--- src/rtl/iterate_sweep.sv ---
// iterate_sweep: coordinate-descent sweep engine for an L1-regularised
// least-squares problem in fixed point (N-bit two's complement, Q fractional
// bits). Each sweep walks the J columns of A: DOT forms A_j.r over I cycles,
// UPD applies the soft-threshold coefficient update, RES folds the change
// back into the residual over I cycles (skipped when the coefficient did
// not move). CHK counts sweeps and decides whether to stop.
//
// Build option: define ITERATE_SWEEP_EARLY_STOP_EN to let CHK also stop as
// soon as the largest coefficient change of a sweep is <= tol. Without it,
// tol is ignored and exactly num_sweeps sweeps (0 treated as 1) always run.
module iterate_sweep #(
    parameter int I    = 10,
    parameter int J    = 2,
    parameter int N    = 8,
    parameter int Q    = 3,
    parameter int SW_W = 4
) (
    input  logic                         clk,
    input  logic                         rst_n,
    input  logic                         start,
    input  logic [J-1:0][N-1:0]          xhat_in,
    input  logic [I-1:0][J-1:0][N-1:0]   A,
    input  logic [J-1:0][N-1:0]          A_inv2_in,
    input  logic [N-1:0]                 max_xj_in,
    input  logic [I-1:0][N-1:0]          r_in,
    input  logic [N-1:0]                 lambda,
    input  logic [SW_W-1:0]              num_sweeps,
    input  logic [N-1:0]                 tol,
    output logic [I-1:0][N-1:0]          r_out,
    output logic [J-1:0][N-1:0]          xhat_out,
    output logic [N-1:0]                 max_xj_out,
    output logic [N-1:0]                 max_dxj_out,
    output logic [SW_W-1:0]              sweeps_done,
    output logic                         busy,
    output logic                         done
);

    localparam int ACC_W = 2 * N + $clog2(I);
    localparam int WIDE  = ACC_W + 2;
    localparam int I_W   = (I > 1) ? $clog2(I) : 1;
    localparam int J_W   = (J > 1) ? $clog2(J) : 1;

    localparam logic [I_W-1:0]  I_LAST = I_W'(I - 1);
    localparam logic [I_W-1:0]  I_ONE  = I_W'(1);
    localparam logic [J_W-1:0]  J_LAST = J_W'(J - 1);
    localparam logic [J_W-1:0]  J_ONE  = J_W'(1);
    localparam logic [SW_W-1:0] SW_ONE = SW_W'(1);

    localparam logic signed [N-1:0]    N_MAX   = {1'b0, {(N-1){1'b1}}};
    localparam logic signed [N-1:0]    N_MIN   = {1'b1, {(N-1){1'b0}}};
    localparam logic signed [WIDE-1:0] SAT_MAX = {{(WIDE-N+1){1'b0}}, {(N-1){1'b1}}};
    localparam logic signed [WIDE-1:0] SAT_MIN = ~SAT_MAX;

    typedef enum logic [2:0] {
        ST_IDLE = 3'd0,
        ST_LOAD = 3'd1,
        ST_DOT  = 3'd2,
        ST_UPD  = 3'd3,
        ST_RES  = 3'd4,
        ST_CHK  = 3'd5,
        ST_DONE = 3'd6
    } state_t;

    // Clamp a wide signed intermediate into the N-bit signed range.
    function automatic logic signed [N-1:0] sat_n(input logic signed [WIDE-1:0] v);
        logic signed [N-1:0] res;
        if (v > SAT_MAX) begin
            res = SAT_MAX[N-1:0];
        end else if (v < SAT_MIN) begin
            res = SAT_MIN[N-1:0];
        end else begin
            res = v[N-1:0];
        end
        return res;
    endfunction

    // Sign-extend an N-bit value to the working width.
    function automatic logic signed [WIDE-1:0] sx(input logic signed [N-1:0] v);
        return {{(WIDE-N){v[N-1]}}, v};
    endfunction

    // Magnitude with the most-negative value pinned to the largest positive.
    function automatic logic [N-1:0] abs_sat(input logic signed [N-1:0] v);
        logic [N-1:0] res;
        if (v == N_MIN) begin
            res = N_MAX;
        end else if (v[N-1]) begin
            res = -v;
        end else begin
            res = v;
        end
        return res;
    endfunction

    state_t                       state_r;
    logic [I_W-1:0]               i_r;
    logic [J_W-1:0]               j_r;
    logic signed [ACC_W-1:0]      acc_r;
    logic signed [N-1:0]          dx_r;
    logic [J-1:0][N-1:0]          xhat_r;
    logic [I-1:0][N-1:0]          r_r;
    logic [J-1:0][N-1:0]          ainv2_r;
    logic [N-1:0]                 lambda_r;
    logic [SW_W-1:0]              nsw_r;
    logic [N-1:0]                 max_xj_r;
    logic [N-1:0]                 max_dxj_r;
    logic [SW_W-1:0]              sweeps_r;
    logic                         busy_r;
    logic                         done_r;
`ifdef ITERATE_SWEEP_EARLY_STOP_EN
    logic [N-1:0]                 tol_r;
`else
    logic                         unused_tol_s;
`endif

    logic signed [N-1:0]          a_ij_s;
    logic signed [N-1:0]          r_i_s;
    logic signed [N-1:0]          xhat_j_s;
    logic signed [N-1:0]          ainv_j_s;
    logic signed [N-1:0]          lambda_s;
    logic signed [WIDE-1:0]       dot_prod_s;
    logic signed [ACC_W-1:0]      acc_next_s;
    logic signed [WIDE-1:0]       acc_w_s;
    logic signed [N-1:0]          rho_s;
    logic signed [WIDE-1:0]       rho_prod_s;
    logic signed [N-1:0]          step_s;
    logic signed [N-1:0]          z_s;
    logic signed [WIDE-1:0]       thr_prod_s;
    logic signed [N-1:0]          thr_s;
    logic signed [WIDE-1:0]       xn_w_s;
    logic signed [N-1:0]          xnew_s;
    logic signed [N-1:0]          dx_s;
    logic [N-1:0]                 dx_abs_s;
    logic [N-1:0]                 xnew_abs_s;
    logic signed [WIDE-1:0]       res_prod_s;
    logic signed [N-1:0]          res_sub_s;
    logic signed [N-1:0]          r_new_s;
    logic [SW_W-1:0]              sweeps_next_s;
    logic [SW_W-1:0]              limit_s;
    logic                         stop_s;

    // Arithmetic for the current (i, j): DOT accumulate, UPD soft threshold, RES residual update.
    always_comb begin
        a_ij_s     = $signed(A[i_r][j_r]);
        r_i_s      = $signed(r_r[i_r]);
        xhat_j_s   = $signed(xhat_r[j_r]);
        ainv_j_s   = $signed(ainv2_r[j_r]);
        lambda_s   = $signed(lambda_r);

        dot_prod_s = sx(a_ij_s) * sx(r_i_s);
        acc_next_s = acc_r + $signed(dot_prod_s[ACC_W-1:0]);

        acc_w_s    = {{(WIDE-ACC_W){acc_r[ACC_W-1]}}, acc_r};
        rho_s      = sat_n(acc_w_s >>> Q);
        rho_prod_s = sx(rho_s) * sx(ainv_j_s);
        step_s     = sat_n(rho_prod_s >>> Q);
        z_s        = sat_n(sx(xhat_j_s) + sx(step_s));
        thr_prod_s = sx(lambda_s) * sx(ainv_j_s);
        thr_s      = sat_n(thr_prod_s >>> Q);

        if (sx(z_s) > sx(thr_s)) begin
            xn_w_s = sx(z_s) - sx(thr_s);
        end else if (sx(z_s) < -sx(thr_s)) begin
            xn_w_s = sx(z_s) + sx(thr_s);
        end else begin
            xn_w_s = '0;
        end
        xnew_s     = sat_n(xn_w_s);
        dx_s       = sat_n(sx(xnew_s) - sx(xhat_j_s));
        dx_abs_s   = abs_sat(dx_s);
        xnew_abs_s = abs_sat(xnew_s);

        res_prod_s = sx(a_ij_s) * sx(dx_r);
        res_sub_s  = sat_n(res_prod_s >>> Q);
        r_new_s    = sat_n(sx(r_i_s) - sx(res_sub_s));
    end

    // Sweep bookkeeping for CHK: next count, effective limit, stop decision.
    always_comb begin
        sweeps_next_s = sweeps_r + SW_ONE;
        if (nsw_r == '0) begin
            limit_s = SW_ONE;
        end else begin
            limit_s = nsw_r;
        end
`ifdef ITERATE_SWEEP_EARLY_STOP_EN
        stop_s = (sweeps_next_s >= limit_s) || (max_dxj_r <= tol_r);
`else
        stop_s = (sweeps_next_s >= limit_s);
`endif
    end

`ifndef ITERATE_SWEEP_EARLY_STOP_EN
    assign unused_tol_s = ^tol;
`endif

    // Main sequencer: owns every register, including the registered outputs.
    always_ff @(posedge clk) begin
        if (!rst_n) begin
            state_r   <= ST_IDLE;
            i_r       <= '0;
            j_r       <= '0;
            acc_r     <= '0;
            dx_r      <= '0;
            xhat_r    <= '0;
            r_r       <= '0;
            ainv2_r   <= '0;
            lambda_r  <= '0;
            nsw_r     <= '0;
            max_xj_r  <= '0;
            max_dxj_r <= '0;
            sweeps_r  <= '0;
            busy_r    <= 1'b0;
            done_r    <= 1'b0;
`ifdef ITERATE_SWEEP_EARLY_STOP_EN
            tol_r     <= '0;
`endif
        end else begin
            case (state_r)
                ST_IDLE: begin
                    done_r <= 1'b0;
                    if (start) begin
                        xhat_r    <= xhat_in;
                        ainv2_r   <= A_inv2_in;
                        max_xj_r  <= max_xj_in;
                        r_r       <= r_in;
                        lambda_r  <= lambda;
                        nsw_r     <= num_sweeps;
`ifdef ITERATE_SWEEP_EARLY_STOP_EN
                        tol_r     <= tol;
`endif
                        j_r       <= '0;
                        sweeps_r  <= '0;
                        max_dxj_r <= '0;
                        busy_r    <= 1'b1;
                        state_r   <= ST_LOAD;
                    end
                end
                ST_LOAD: begin
                    i_r     <= '0;
                    j_r     <= '0;
                    acc_r   <= '0;
                    state_r <= ST_DOT;
                end
                ST_DOT: begin
                    acc_r <= acc_next_s;
                    if (i_r == I_LAST) begin
                        i_r     <= '0;
                        state_r <= ST_UPD;
                    end else begin
                        i_r <= i_r + I_ONE;
                    end
                end
                ST_UPD: begin
                    xhat_r[j_r] <= xnew_s;
                    dx_r        <= dx_s;
                    i_r         <= '0;
                    if (dx_abs_s > max_dxj_r) begin
                        max_dxj_r <= dx_abs_s;
                    end
                    if (xnew_abs_s > max_xj_r) begin
                        max_xj_r <= xnew_abs_s;
                    end
                    if (dx_s != '0) begin
                        state_r <= ST_RES;
                    end else if (j_r == J_LAST) begin
                        state_r <= ST_CHK;
                    end else begin
                        j_r     <= j_r + J_ONE;
                        acc_r   <= '0;
                        state_r <= ST_DOT;
                    end
                end
                ST_RES: begin
                    r_r[i_r] <= r_new_s;
                    if (i_r != I_LAST) begin
                        i_r <= i_r + I_ONE;
                    end else if (j_r == J_LAST) begin
                        i_r     <= '0;
                        state_r <= ST_CHK;
                    end else begin
                        i_r     <= '0;
                        j_r     <= j_r + J_ONE;
                        acc_r   <= '0;
                        state_r <= ST_DOT;
                    end
                end
                ST_CHK: begin
                    sweeps_r <= sweeps_next_s;
                    if (stop_s) begin
                        busy_r  <= 1'b0;
                        done_r  <= 1'b1;
                        state_r <= ST_DONE;
                    end else begin
                        j_r       <= '0;
                        i_r       <= '0;
                        acc_r     <= '0;
                        max_dxj_r <= '0;
                        state_r   <= ST_DOT;
                    end
                end
                ST_DONE: begin
                    done_r  <= 1'b0;
                    state_r <= ST_IDLE;
                end
                default: begin
                    busy_r  <= 1'b0;
                    done_r  <= 1'b0;
                    state_r <= ST_IDLE;
                end
            endcase
        end
    end

    assign r_out       = r_r;
    assign xhat_out    = xhat_r;
    assign max_xj_out  = max_xj_r;
    assign max_dxj_out = max_dxj_r;
    assign sweeps_done = sweeps_r;
    assign busy        = busy_r;
    assign done        = done_r;

endmodule

--- config.mk ---
export PLATFORM = sky130hd
export DESIGN_NAME = iterate_sweep
export DESIGN_NICKNAME = d
export VERILOG_FILES = /design/src/rtl/iterate_sweep.sv
export SDC_FILE = /design/constraint.sdc
export NUM_CORES = 2
export LEC_CHECK = 0
export CAP_MARGIN = 20
export CORE_ASPECT_RATIO = 1.25
export CORE_MARGIN = 3
export CORE_UTILIZATION = 40
export DETAILED_ROUTE_END_ITERATION = 10
export GPL_ROUTABILITY_DRIVEN = 0
export PLACE_DENSITY = 0.67
export REMOVE_ABC_BUFFERS = 1
export SYNTH_ARGS = -nofsm -noshare
export SYNTH_HDL_FRONTEND = slang
export SYNTH_SLANG_ARGS = --single-unit
--- constraint.sdc ---
create_clock -name clk -period 20.1 [get_ports clk]
set_input_delay 4.02 -clock clk [delete_from_list [all_inputs] [get_ports clk]]
set_output_delay 4.02 -clock clk [all_outputs]
set_load 0.03 [all_outputs]
==> flow_summary.ini <==
[timing]
finalSetupViolations = 0
slew_viol_final = 0
rsz0062_at_grt = false
period_share = 0.912
period_needed_ns = 18.33
setup_tns_ns = 0
max_freq_ghz = 0.0545
skew_ns = 0.0206
hold_viol = 0
holdWs_ns = 0.459
relSlewSlack = 0.236
worst_pin_slew_ns = 1.15

[cells_and_area]
most-common-layout-cells = inv_1, clkdlybuf4s50_1, nand2_1
final_common_cell = inv_1
nets = 4044
fillers = 5781
final_core_util = 0.498
area_growth_pct = 22.7
fin_cells = 4069
drive_gt1_frac = 0.0538

[critical_path]
cp_common_cell = a21oi_1
crit_path_end_kind = register
path_max_fanout = 16
arrival_ns = 18.71
cpPeakStageDelay_ns = 0.64
path_buf_inv = 8
path_class = register to register
cp-start-kind = register
critPathRequiredTime_ns = 20.48
crit_family = compound AO/OA/AOI/OAI gates
critPathSlowestCell = a21oi_1

[synthesis]
ys_ff_latch = 182
async_flop_share = 0
synth_compound_area_frac = 0.190
synth.area.mux_share = 0.0647
yosysSeqAreaShare = 0.150
synth_top_family_by_area = adder cells
yosys.area_share.xor_xnor = 0.0339
synthAdderAreaFrac = 0.321
synthCells = 2945
synth_flop_cell = dfxtp_1
avgSynthCellArea_um2 = 8.24
ys_warn_count = 0
synth_edf_count = 0
synth_cell_type_count = 82
yosys.area_share.simple = 0.153
synth_area_um2 = 24300

[floorplan]
ioPinCount = 421
die_h_um = 281
core_area_um2 = 59800
die_x_um = 226
num_rows = 100
die-area_um2 = 63700
initial_core_util = 0.406

[clocking]
numCtsBuffers = 17
clk_pin_slew_ns = 0.09
cts.sinks = 182
cts_root_buf = clkbuf_16
cts_tree = done
clockBufferDepth = 2
htreeDepth = 4
clkLatencyLatePin_ns = 0.48
cts_setup_buffers = 0

[placement]
dp_hpwl_mm = 64.4
dp_cells = 4023
io_buffers = 412

[route]
totalWireLength_mm = 79.2
vias = 22478
drcViolationCount = 0
drtIter0Drc = 1691
routedWlPerCell_um = 19.5
vias_per_cell = 5.52
postRouteAntennaNets = 0
drtPass1Iterations = 8

[run_status]
outcome = finished, final reports clean

[hold_path]
hold_path.class = register to register

[grt]
first_global_vias = 21493
antenna_found_initial = 8
grt_max_degree = 90
grt_pass1_wl_mm = 122
overflow = 0
grt_usage = 0.243

[run]
maxCapViolCount = 0
[kinds of logic (layout without fill, tap and decap cells)]
kind of cell               after synthesis  count (layout)
muxes                                   96              96
and+or+nand+nor                        810             810
xor gates and xnor gates                94              94
AOI/OAI and AO/OA                      735             735
DFF                                    182             182
adders and majority gates              469             469
buffers and inverters                  559             906
other                                    0              12
[sequential cells by signal, indices dropped and copies added (netlist names)]
name,count
lambda_r,8
dx_r,8
r_out,80
busy,1
j_r,1
max_xj_out,8
xhat_out,16
done,1
sweeps_done,4
state_r,3
nsw_r,4
i_r,4
max_dxj_out,8
acc_r,20
ainv2_r,16
[cell type report]
class | count | area [µm²] | share of cell area
well taps | 765 | 957 | 0.0322
flip-flops and latches | 182 | 3650 | 0.123
clock inverters | 14 | 170 | 0.00572
multi-input cells | 2204 | 18600 | 0.623
diodes | 12 | 30.0 | 0.00101
repair buffers | 442 | 4340 | 0.146
clock buffers | 18 | 439 | 0.0148
inverters | 432 | 1620 | 0.0545
[layer usage]
| metal | GRT usage | up-vias | wire (µm) |
|---|---|---|---|
| met3 | 0.0529 | 120 | 5880 |
| met2 | 0.381 | 711 | 36800 |
| li1 | - | 10669 | - |
| met5 | 0 | - | 17 |
| met1 | 0.337 | 10976 | 34300 |
| met4 | 0.0747 | 2 | 2160 |
[synthesized netlist by cell type, types with 11 or more instances]
cell type | number | share of area
nand2b_1 | 18 | 0.0046
or2_2 | 21 | 0.0054
o211ai_1 | 14 | 0.0043
fa_1 | 259 | 0.21
mux2i_1 | 41 | 0.017
nand2_1 | 277 | 0.043
ha_1 | 203 | 0.10
xor2_1 | 26 | 0.0094
o21a_1 | 14 | 0.0043
buf_1 | 28 | 0.0043
a21oi_1 | 263 | 0.054
o21ai_1 | 14 | 0.0029
nand3_1 | 34 | 0.0070
nor2_1 | 258 | 0.040
o221ai_1 | 16 | 0.0058
or3_1 | 14 | 0.0036
and2_1 | 36 | 0.0093
inv_1 | 430 | 0.066
dfxtp_1 | 182 | 0.15
nor3b_1 | 12 | 0.0037
o21bai_1 | 21 | 0.0065
a221oi_1 | 21 | 0.0076
a2111oi_0 | 11 | 0.0040
nor2b_1 | 40 | 0.010
a31oi_1 | 14 | 0.0036
o31ai_1 | 13 | 0.0040
xnor2_1 | 68 | 0.025
a211oi_1 | 19 | 0.0059
a22oi_1 | 43 | 0.013
clkbuf_1 | 94 | 0.015
o21ai_0 | 163 | 0.034
and3_1 | 32 | 0.0082
mux4_2 | 48 | 0.045
a21o_1 | 31 | 0.0096
nor3_1 | 36 | 0.0074
[per-stage QoR]
step | cell area, µm² | setup slack [ns]
floorplan | 23800 | 3.12
global placement | 29100 | 1.62
detailed placement | 29100 | 1.35
CTS | 29700 | 1.24
global route | 29800 | 0.00158
finish | 29800 | 1.77
[what timing repair did]
item                       4_1_cts  5_1_grt
hold endpoints to repair         0        0
hold buffers                     0        0
resized for setup                0        7
setup endpoints to repair        0        8
[path summary, 6_finish.rpt]
check | start | endpoint | slack, ns | depth (start not counted)
worst min register to register | nsw_r[3] | nsw_r[3] | 0.46 | 2
worst max register to register | acc_r[15] | max_dxj_out[3] | 1.77 | 67
worst min-delay path | nsw_r[3] | nsw_r[3] | 0.46 | 2
worst max-delay path | acc_r[15] | max_dxj_out[3] | 1.77 | 67
[tightest hold or removal path: cells and delay by family, from the launching register on]
family             cells  cell delay, ns
and+or+nand+nor        1            0.05
AOI/OAI and AO/OA      1            0.05
DFF                    1            0.32
Power is left out: the tool's default activity adds up to more than one toggle a clock period on the data nets, which glitch-free logic cannot reach.
